$ cat src/rtl/player_mover_if.sv
// Bundle between the player mover, its button/level front end and the collision detector.
// Purely combinational wiring, no latency.
// No backpressure: the detector answers combinationally within the settle window.
interface player_mover_if;
    logic       btn_up;
    logic       btn_down;
    logic       btn_left;
    logic       btn_right;
    logic       level_load;
    logic [2:0] map_sel;
    logic [5:0] det_new_x;
    logic [5:0] det_new_y;
    logic [5:0] cur_x;
    logic [5:0] cur_y;
    logic [2:0] move;
    logic [2:0] map_out;
    logic       moved;
    logic       blocked;

    // The mover itself
    modport master (
        input  btn_up, btn_down, btn_left, btn_right, level_load, map_sel,
        input  det_new_x, det_new_y,
        output cur_x, cur_y, move, map_out, moved, blocked
    );

    // Environment: button front end plus collision detector
    modport slave (
        output btn_up, btn_down, btn_left, btn_right, level_load, map_sel,
        output det_new_x, det_new_y,
        input  cur_x, cur_y, move, map_out, moved, blocked
    );
endinterface

$ cat src/rtl/player_mover.sv
// Owns the player grid position, issues one move to the collision detector and commits its answer.
// Latency: move code valid one edge after a press; result and moved/blocked pulse SETTLE_CYCLES edges later.
// No backpressure: held buttons are rate-limited by a HOLD_CYCLES cooldown, button changes during a request are ignored.
module player_mover #(
    parameter int START_X       = 1,
    parameter int START_Y       = 1,
    parameter int MAX_X         = 19,
    parameter int MAX_Y         = 14,
    parameter int SETTLE_CYCLES = 2,
    parameter int HOLD_CYCLES   = 12500000
) (
    input  logic            clk,
    input  logic            resetn,
    player_mover_if.master  pm
);
    localparam int SW = (SETTLE_CYCLES > 1) ? $clog2(SETTLE_CYCLES) : 1;
    localparam int HW = (HOLD_CYCLES > 1) ? $clog2(HOLD_CYCLES) : 1;
    localparam logic [SW-1:0] SETTLE_LAST = SW'(SETTLE_CYCLES - 1);
    localparam logic [HW-1:0] HOLD_LAST   = HW'(HOLD_CYCLES - 1);
    localparam logic [5:0]    START_X_C   = 6'(START_X);
    localparam logic [5:0]    START_Y_C   = 6'(START_Y);
    localparam logic [5:0]    MAX_X_C     = 6'(MAX_X);
    localparam logic [5:0]    MAX_Y_C     = 6'(MAX_Y);

    typedef enum logic [1:0] {IDLE, REQ, COOL} state_t;

    state_t        r_state;
    logic [SW-1:0] r_settle;
    logic [HW-1:0] r_hold;
    logic [5:0]    r_cur_x;
    logic [5:0]    r_cur_y;
    logic [2:0]    r_move;
    logic [2:0]    r_map;
    logic          r_moved;
    logic          r_blocked;

    logic          w_any;
    logic [2:0]    w_code;
    logic          w_accept;
    logic          w_changed;

    assign w_any     = pm.btn_up | pm.btn_down | pm.btn_left | pm.btn_right;
    // Underflow below 0 shows up as 63 and fails this range check, so it reads as blocked.
    assign w_accept  = (pm.det_new_x <= MAX_X_C) && (pm.det_new_y <= MAX_Y_C);
    assign w_changed = w_accept && ((pm.det_new_x != r_cur_x) || (pm.det_new_y != r_cur_y));

    // Direction encode with priority up > down > left > right
    always_comb begin
        w_code = 3'b000;
        if (pm.btn_up)         w_code = 3'b001;
        else if (pm.btn_down)  w_code = 3'b011;
        else if (pm.btn_left)  w_code = 3'b010;
        else if (pm.btn_right) w_code = 3'b100;
    end

    // Control FSM: request, settle, commit, cooldown; level_load restarts and drops any in-flight commit
    always_ff @(posedge clk) begin
        if (!resetn) begin
            r_state   <= IDLE;
            r_settle  <= '0;
            r_hold    <= '0;
            r_cur_x   <= START_X_C;
            r_cur_y   <= START_Y_C;
            r_move    <= 3'b000;
            r_map     <= 3'b000;
            r_moved   <= 1'b0;
            r_blocked <= 1'b0;
        end else begin
            r_moved   <= 1'b0;
            r_blocked <= 1'b0;
            if (pm.level_load) begin
                r_state  <= IDLE;
                r_settle <= '0;
                r_hold   <= '0;
                r_cur_x  <= START_X_C;
                r_cur_y  <= START_Y_C;
                r_move   <= 3'b000;
                r_map    <= pm.map_sel;
            end else begin
                case (r_state)
                    IDLE: begin
                        if (w_any) begin
                            r_move   <= w_code;
                            r_settle <= '0;
                            r_state  <= REQ;
                        end
                    end
                    REQ: begin
                        if (r_settle == SETTLE_LAST) begin
                            if (w_accept) begin
                                r_cur_x <= pm.det_new_x;
                                r_cur_y <= pm.det_new_y;
                            end
                            r_moved   <= w_changed;
                            r_blocked <= !w_changed;
                            r_move    <= 3'b000;
                            r_hold    <= '0;
                            r_state   <= COOL;
                        end else begin
                            r_settle <= r_settle + 1'b1;
                        end
                    end
                    COOL: begin
                        if (!w_any) begin
                            r_hold  <= '0;
                            r_state <= IDLE;
                        end else if (r_hold == HOLD_LAST) begin
                            r_move   <= w_code;
                            r_settle <= '0;
                            r_hold   <= '0;
                            r_state  <= REQ;
                        end else begin
                            r_hold <= r_hold + 1'b1;
                        end
                    end
                    default: r_state <= IDLE;
                endcase
            end
        end
    end

    assign pm.cur_x   = r_cur_x;
    assign pm.cur_y   = r_cur_y;
    assign pm.move    = r_move;
    assign pm.map_out = r_map;
    assign pm.moved   = r_moved;
    assign pm.blocked = r_blocked;
endmodule
$ cat src/flat_wrapper.sv
// flat-port wrapper written by rule: the top's interface ports become plain ports
module player_mover_flat 
#(
    parameter int START_X       = 1,
    parameter int START_Y       = 1,
    parameter int MAX_X         = 19,
    parameter int MAX_Y         = 14,
    parameter int SETTLE_CYCLES = 2,
    parameter int HOLD_CYCLES   = 12500000
)
  (clk, resetn, pm_btn_up, pm_btn_down, pm_btn_left, pm_btn_right, pm_level_load, pm_map_sel, pm_det_new_x, pm_det_new_y, pm_cur_x, pm_cur_y, pm_move, pm_map_out, pm_moved, pm_blocked);
  player_mover_if pm_i ();
  input  logic clk;
  input  logic resetn;
  input wire logic [$bits(pm_i.btn_up)-1:0] pm_btn_up;
  input wire logic [$bits(pm_i.btn_down)-1:0] pm_btn_down;
  input wire logic [$bits(pm_i.btn_left)-1:0] pm_btn_left;
  input wire logic [$bits(pm_i.btn_right)-1:0] pm_btn_right;
  input wire logic [$bits(pm_i.level_load)-1:0] pm_level_load;
  input wire logic [$bits(pm_i.map_sel)-1:0] pm_map_sel;
  input wire logic [$bits(pm_i.det_new_x)-1:0] pm_det_new_x;
  input wire logic [$bits(pm_i.det_new_y)-1:0] pm_det_new_y;
  output wire logic [$bits(pm_i.cur_x)-1:0] pm_cur_x;
  output wire logic [$bits(pm_i.cur_y)-1:0] pm_cur_y;
  output wire logic [$bits(pm_i.move)-1:0] pm_move;
  output wire logic [$bits(pm_i.map_out)-1:0] pm_map_out;
  output wire logic [$bits(pm_i.moved)-1:0] pm_moved;
  output wire logic [$bits(pm_i.blocked)-1:0] pm_blocked;
  assign pm_i.btn_up = pm_btn_up;
  assign pm_i.btn_down = pm_btn_down;
  assign pm_i.btn_left = pm_btn_left;
  assign pm_i.btn_right = pm_btn_right;
  assign pm_i.level_load = pm_level_load;
  assign pm_i.map_sel = pm_map_sel;
  assign pm_i.det_new_x = pm_det_new_x;
  assign pm_i.det_new_y = pm_det_new_y;
  assign pm_cur_x = pm_i.cur_x;
  assign pm_cur_y = pm_i.cur_y;
  assign pm_move = pm_i.move;
  assign pm_map_out = pm_i.map_out;
  assign pm_moved = pm_i.moved;
  assign pm_blocked = pm_i.blocked;
  player_mover #(.START_X(START_X), .START_Y(START_Y), .MAX_X(MAX_X), .MAX_Y(MAX_Y), .SETTLE_CYCLES(SETTLE_CYCLES), .HOLD_CYCLES(HOLD_CYCLES)) u_core (.clk(clk), .resetn(resetn), .pm(pm_i));
endmodule
$ cat config.mk
export PLATFORM = sky130hd
export DESIGN_NAME = player_mover_flat
export DESIGN_NICKNAME = d
export VERILOG_FILES = /design/src/rtl/player_mover_if.sv /design/src/rtl/player_mover.sv /design/src/flat_wrapper.sv
export SDC_FILE = /design/constraint.sdc
export NUM_CORES = 1
export LEC_CHECK = 0
export BUFFER_PORTS_ARGS = -buffer_cell sky130_fd_sc_hd__buf_2
export CAP_MARGIN = 20
export CORE_UTILIZATION = 49
export DETAILED_ROUTE_END_ITERATION = 8
export GPL_TIMING_DRIVEN = 0
export PLACE_DENSITY = 0.75
export SKIP_CTS_REPAIR_TIMING = 1
export SYNTH_ARGS = -nofsm -noshare
export SYNTH_HDL_FRONTEND = slang
export SYNTH_SLANG_ARGS = --single-unit
$ cat constraint.sdc
create_clock -name clk -period 1.9 [get_ports clk]
set_clock_uncertainty 0.2 [all_clocks]
set_input_delay 0.38 -clock clk [delete_from_list [all_inputs] [get_ports clk]]
set_output_delay 0.38 -clock clk [all_outputs]
set_load 0.05 [all_outputs]
==> results_dict.tcl <==
set metrics [dict create \
    max_slew.worst_pin.slew_ns 0.620 \
    grt_pass1_vias 1769 \
    grt_pass1_wl_um 7750 \
    synth_ff_type "dfxtp_1" \
    max_cap_viol_count 0 \
    gr-usage-met3_pct 4.36 \
    clock_path_buffers 2 \
    status "finished, violations left" \
    finalSetupTns_ns -0.222 \
    rows 24 \
    path_class "flip-flop to flip-flop" \
    syn_nets 273 \
    first_pass_iters 4 \
    antenna_found_initial 0 \
    rsz0062_at_grt "yes" \
    dpl_cell_area_um2 2520 \
    overflow 0 \
    wirelength_um 5170 \
    busiest_layer "met2" \
    async_reset_ff_share_pct 0 \
    ys_seq_elements 47 \
    netlist_instances 250 \
    clkLatencyLatePin_ns 0.30 \
    ff2ff_path_depth 7 \
    hold_viol 0 \
    ys_seq_area_share_pct 41.9 \
    synth_warnings 0 \
    cts_made_buffers 5 \
    hp-class "input port to flip-flop" \
    drive_gt1_share_pct 32.6 \
    hpwl_um 3310 \
    end_kind "flip-flop" \
    path_clk_slew_ns 0.09 \
    p_leak_uw 0.00122 \
    yosysTopAreaCell "dfxtp_1" \
    worst_setup_path_start_kind "flip-flop" \
    min_to "u_core.pm.cur_x[0]$_SDFFE_PP1P_" \
    mostFrequentLayoutCells "44 x buf_2, 38 x nor2_1, 36 x dfxtp_1, 20 x xnor2_1, 17 x nand2_1" \
    post-place-ws_ns -0.333 \
    grt_util_all_layers_pct 19.6 \
    tritoncts "done" \
    io_pins 42 \
    cp-startpoint "u_core.r_state[1]$_SDFFE_PP0P_" \
    final_common_cell "buf_2" \
    synth_edf_count 0 \
    avgViaCountPerCell 5.48 \
    gp_congestion 0.858 \
    cts_max_level 2 \
    grt_max_degree 15 \
    final_nets 338 \
    drt_iter0_drc 82 \
    cts_sinks 47 \
    slew_headroom_pct 58.6 \
    finalCritPeriodShare_pct 106 \
    synth_area_leaders "dfxtp_1 42%, xnor2_1 7.8%, nor2_1 6.5%" \
    dieArea_um2 4860 \
    reg2reg_slack_ns -0.11 \
    die_w_um 69.7 \
    synth_top_cell_area_share_pct 41.9 \
    diodes 0 \
    total_power_uw 2000 \
    violations "negative setup slack" \
    area_growth_pct 31.2 \
    fmax_mhz 498 \
    r2r-start "u_core.r_state[1]$_SDFFE_PP0P_" \
    critPathRequiredTime_ns 1.90 \
    ys_types 46 \
    finalWorstSetupSlack_ns -0.110 \
    fin_area_um2 2950 \
    portBuffers 41 \
    syn-cell-area_um2 2250 \
    die_h_um 69.7 \
    cts_root_buffer "clkbuf_8" \
    met2_usage_pct 32.5 \
    core_um2 4380 \
    r2r-end "u_core.r_hold[14]$_SDFFE_PP0P_" \
    via_count 2018 \
    syn_avg_cell_area_um2 8.98 \
    crit_fanout 5 \
    min_from "pm_det_new_x[0]" \
    finalSetupViolCount 4 \
    min_period_ns 2.01 \
    fin_util_pct 67.2 \
    cp.arrival_ns 2.01 \
    wl_per_cell_um 14.0 \
    slew_viol_final 0 \
    ant_nets 0 \
    met1_usage_pct 25.0 \
    hold_path_depth 3 \
    start_util_pct 51.2 \
    powerDensity_nw_per_um2 678 \
    ir_drop_mv 0.422 \
    drc 0 \
]
-- cell type report --
class                           instances  area, um^2
Inverter                                4        15.0
Timing Repair Buffer                   59         355
Fill cell                             355        1440
Multi-Input combinational cell        190        1360
Buffer                                  8        56.3
Sequential cell                        47         962
Clock buffer                            6        72.6
Tap cell                               52        65.1
Clock inverter                          2        60.1
-- kinds of logic (layout without fill, tap and decap cells) --
logic type      Yosys count  in the layout  share of synthesized area, %
compound gates           29             29                          10.4
mux                      12             12                          5.35
fa+ha+maj                 1              1                         0.557
xor+xnor                 30             30                          11.7
simple gates            118            118                          27.6
flops                    47             47                          41.9
buf+inv                  13             79                          2.51
-- synthesized netlist by cell type (all sizes together), types with 2 or more instances --
| library cell | n |
|---|---|
| dfxtp | 47 |
| nor2 | 39 |
| xnor2 | 20 |
| nand2 | 18 |
| nand4 | 15 |
| nand3 | 14 |
| mux2i | 12 |
| xor2 | 10 |
| nor3 | 8 |
| a31oi | 6 |
| buf | 6 |
| and3 | 5 |
| a21oi | 4 |
| inv | 4 |
| nand2b | 4 |
| nor2b | 4 |
| clkbuf | 3 |
| nor4 | 3 |
| o21ai | 3 |
| a2111oi | 2 |
| a21o | 2 |
| and2 | 2 |
-- critical path, cell delays in order, from the launching register on --
cell	delay, ns
dfxtp_4	0.37
nand3b_1	0.18
buf_6	0.14
buf_6	0.11
a2111o_1	0.49
nor3_2	0.22
xnor2_1	0.14
nor2_1	0.06
-- through the flow --
stage	cells	hold slack, ns
2_1_floorplan	250	0.249
3_5_place_dp	343	0.241
4_1_cts	351	0.109
5_1_grt	368	0.129
3_3_place_gp	343	0.234
6_report	368	0.118
-- flip-flops by register name, summed over array words and instances (netlist names) --
| signal | cells |
|---|---|
| u_core.pm.move | 3 |
| u_core.pm.cur_y | 6 |
| u_core.pm.cur_x | 6 |
| u_core.r_state | 2 |
| u_core.r_hold | 24 |
| u_core.pm.map_out | 3 |
| u_core.pm.blocked | 1 |
| u_core.pm.moved | 1 |
| u_core.r_settle | 1 |
-- metal layers --
layer	wire length, um	part of all wire, %
met1	2360	46
met2	2560	50
met3	191	3.7
met4	52	1.0
met5	0	0
-- power by group --
group / total (uW) / switching [uW] / internal [uW]
Clock: 860 / 334 / 526
Sequential: 997 / 7.56 / 989
Combinational: 141 / 81.5 / 59.6
-- worst max path at each step --
| stage | to | slack [ns] | cells past startpoint |
|---|---|---|---|
| floorplan | u_core.pm.move[2]$_SDFFE_PP0P_ | 0.008 | 6 |
| global placement | u_core.r_hold[1]$_SDFFE_PP0P_ | -0.29 | 7 |
| detailed placement | u_core.r_hold[1]$_SDFFE_PP0P_ | -0.33 | 7 |
| CTS | u_core.pm.move[2]$_SDFFE_PP0P_ | -0.25 | 6 |
| global route | u_core.r_hold[14]$_SDFFE_PP0P_ | -0.21 | 7 |
| finish | u_core.r_hold[14]$_SDFFE_PP0P_ | -0.11 | 7 |
No activity file was read; power rests on OpenSTA's default activity.
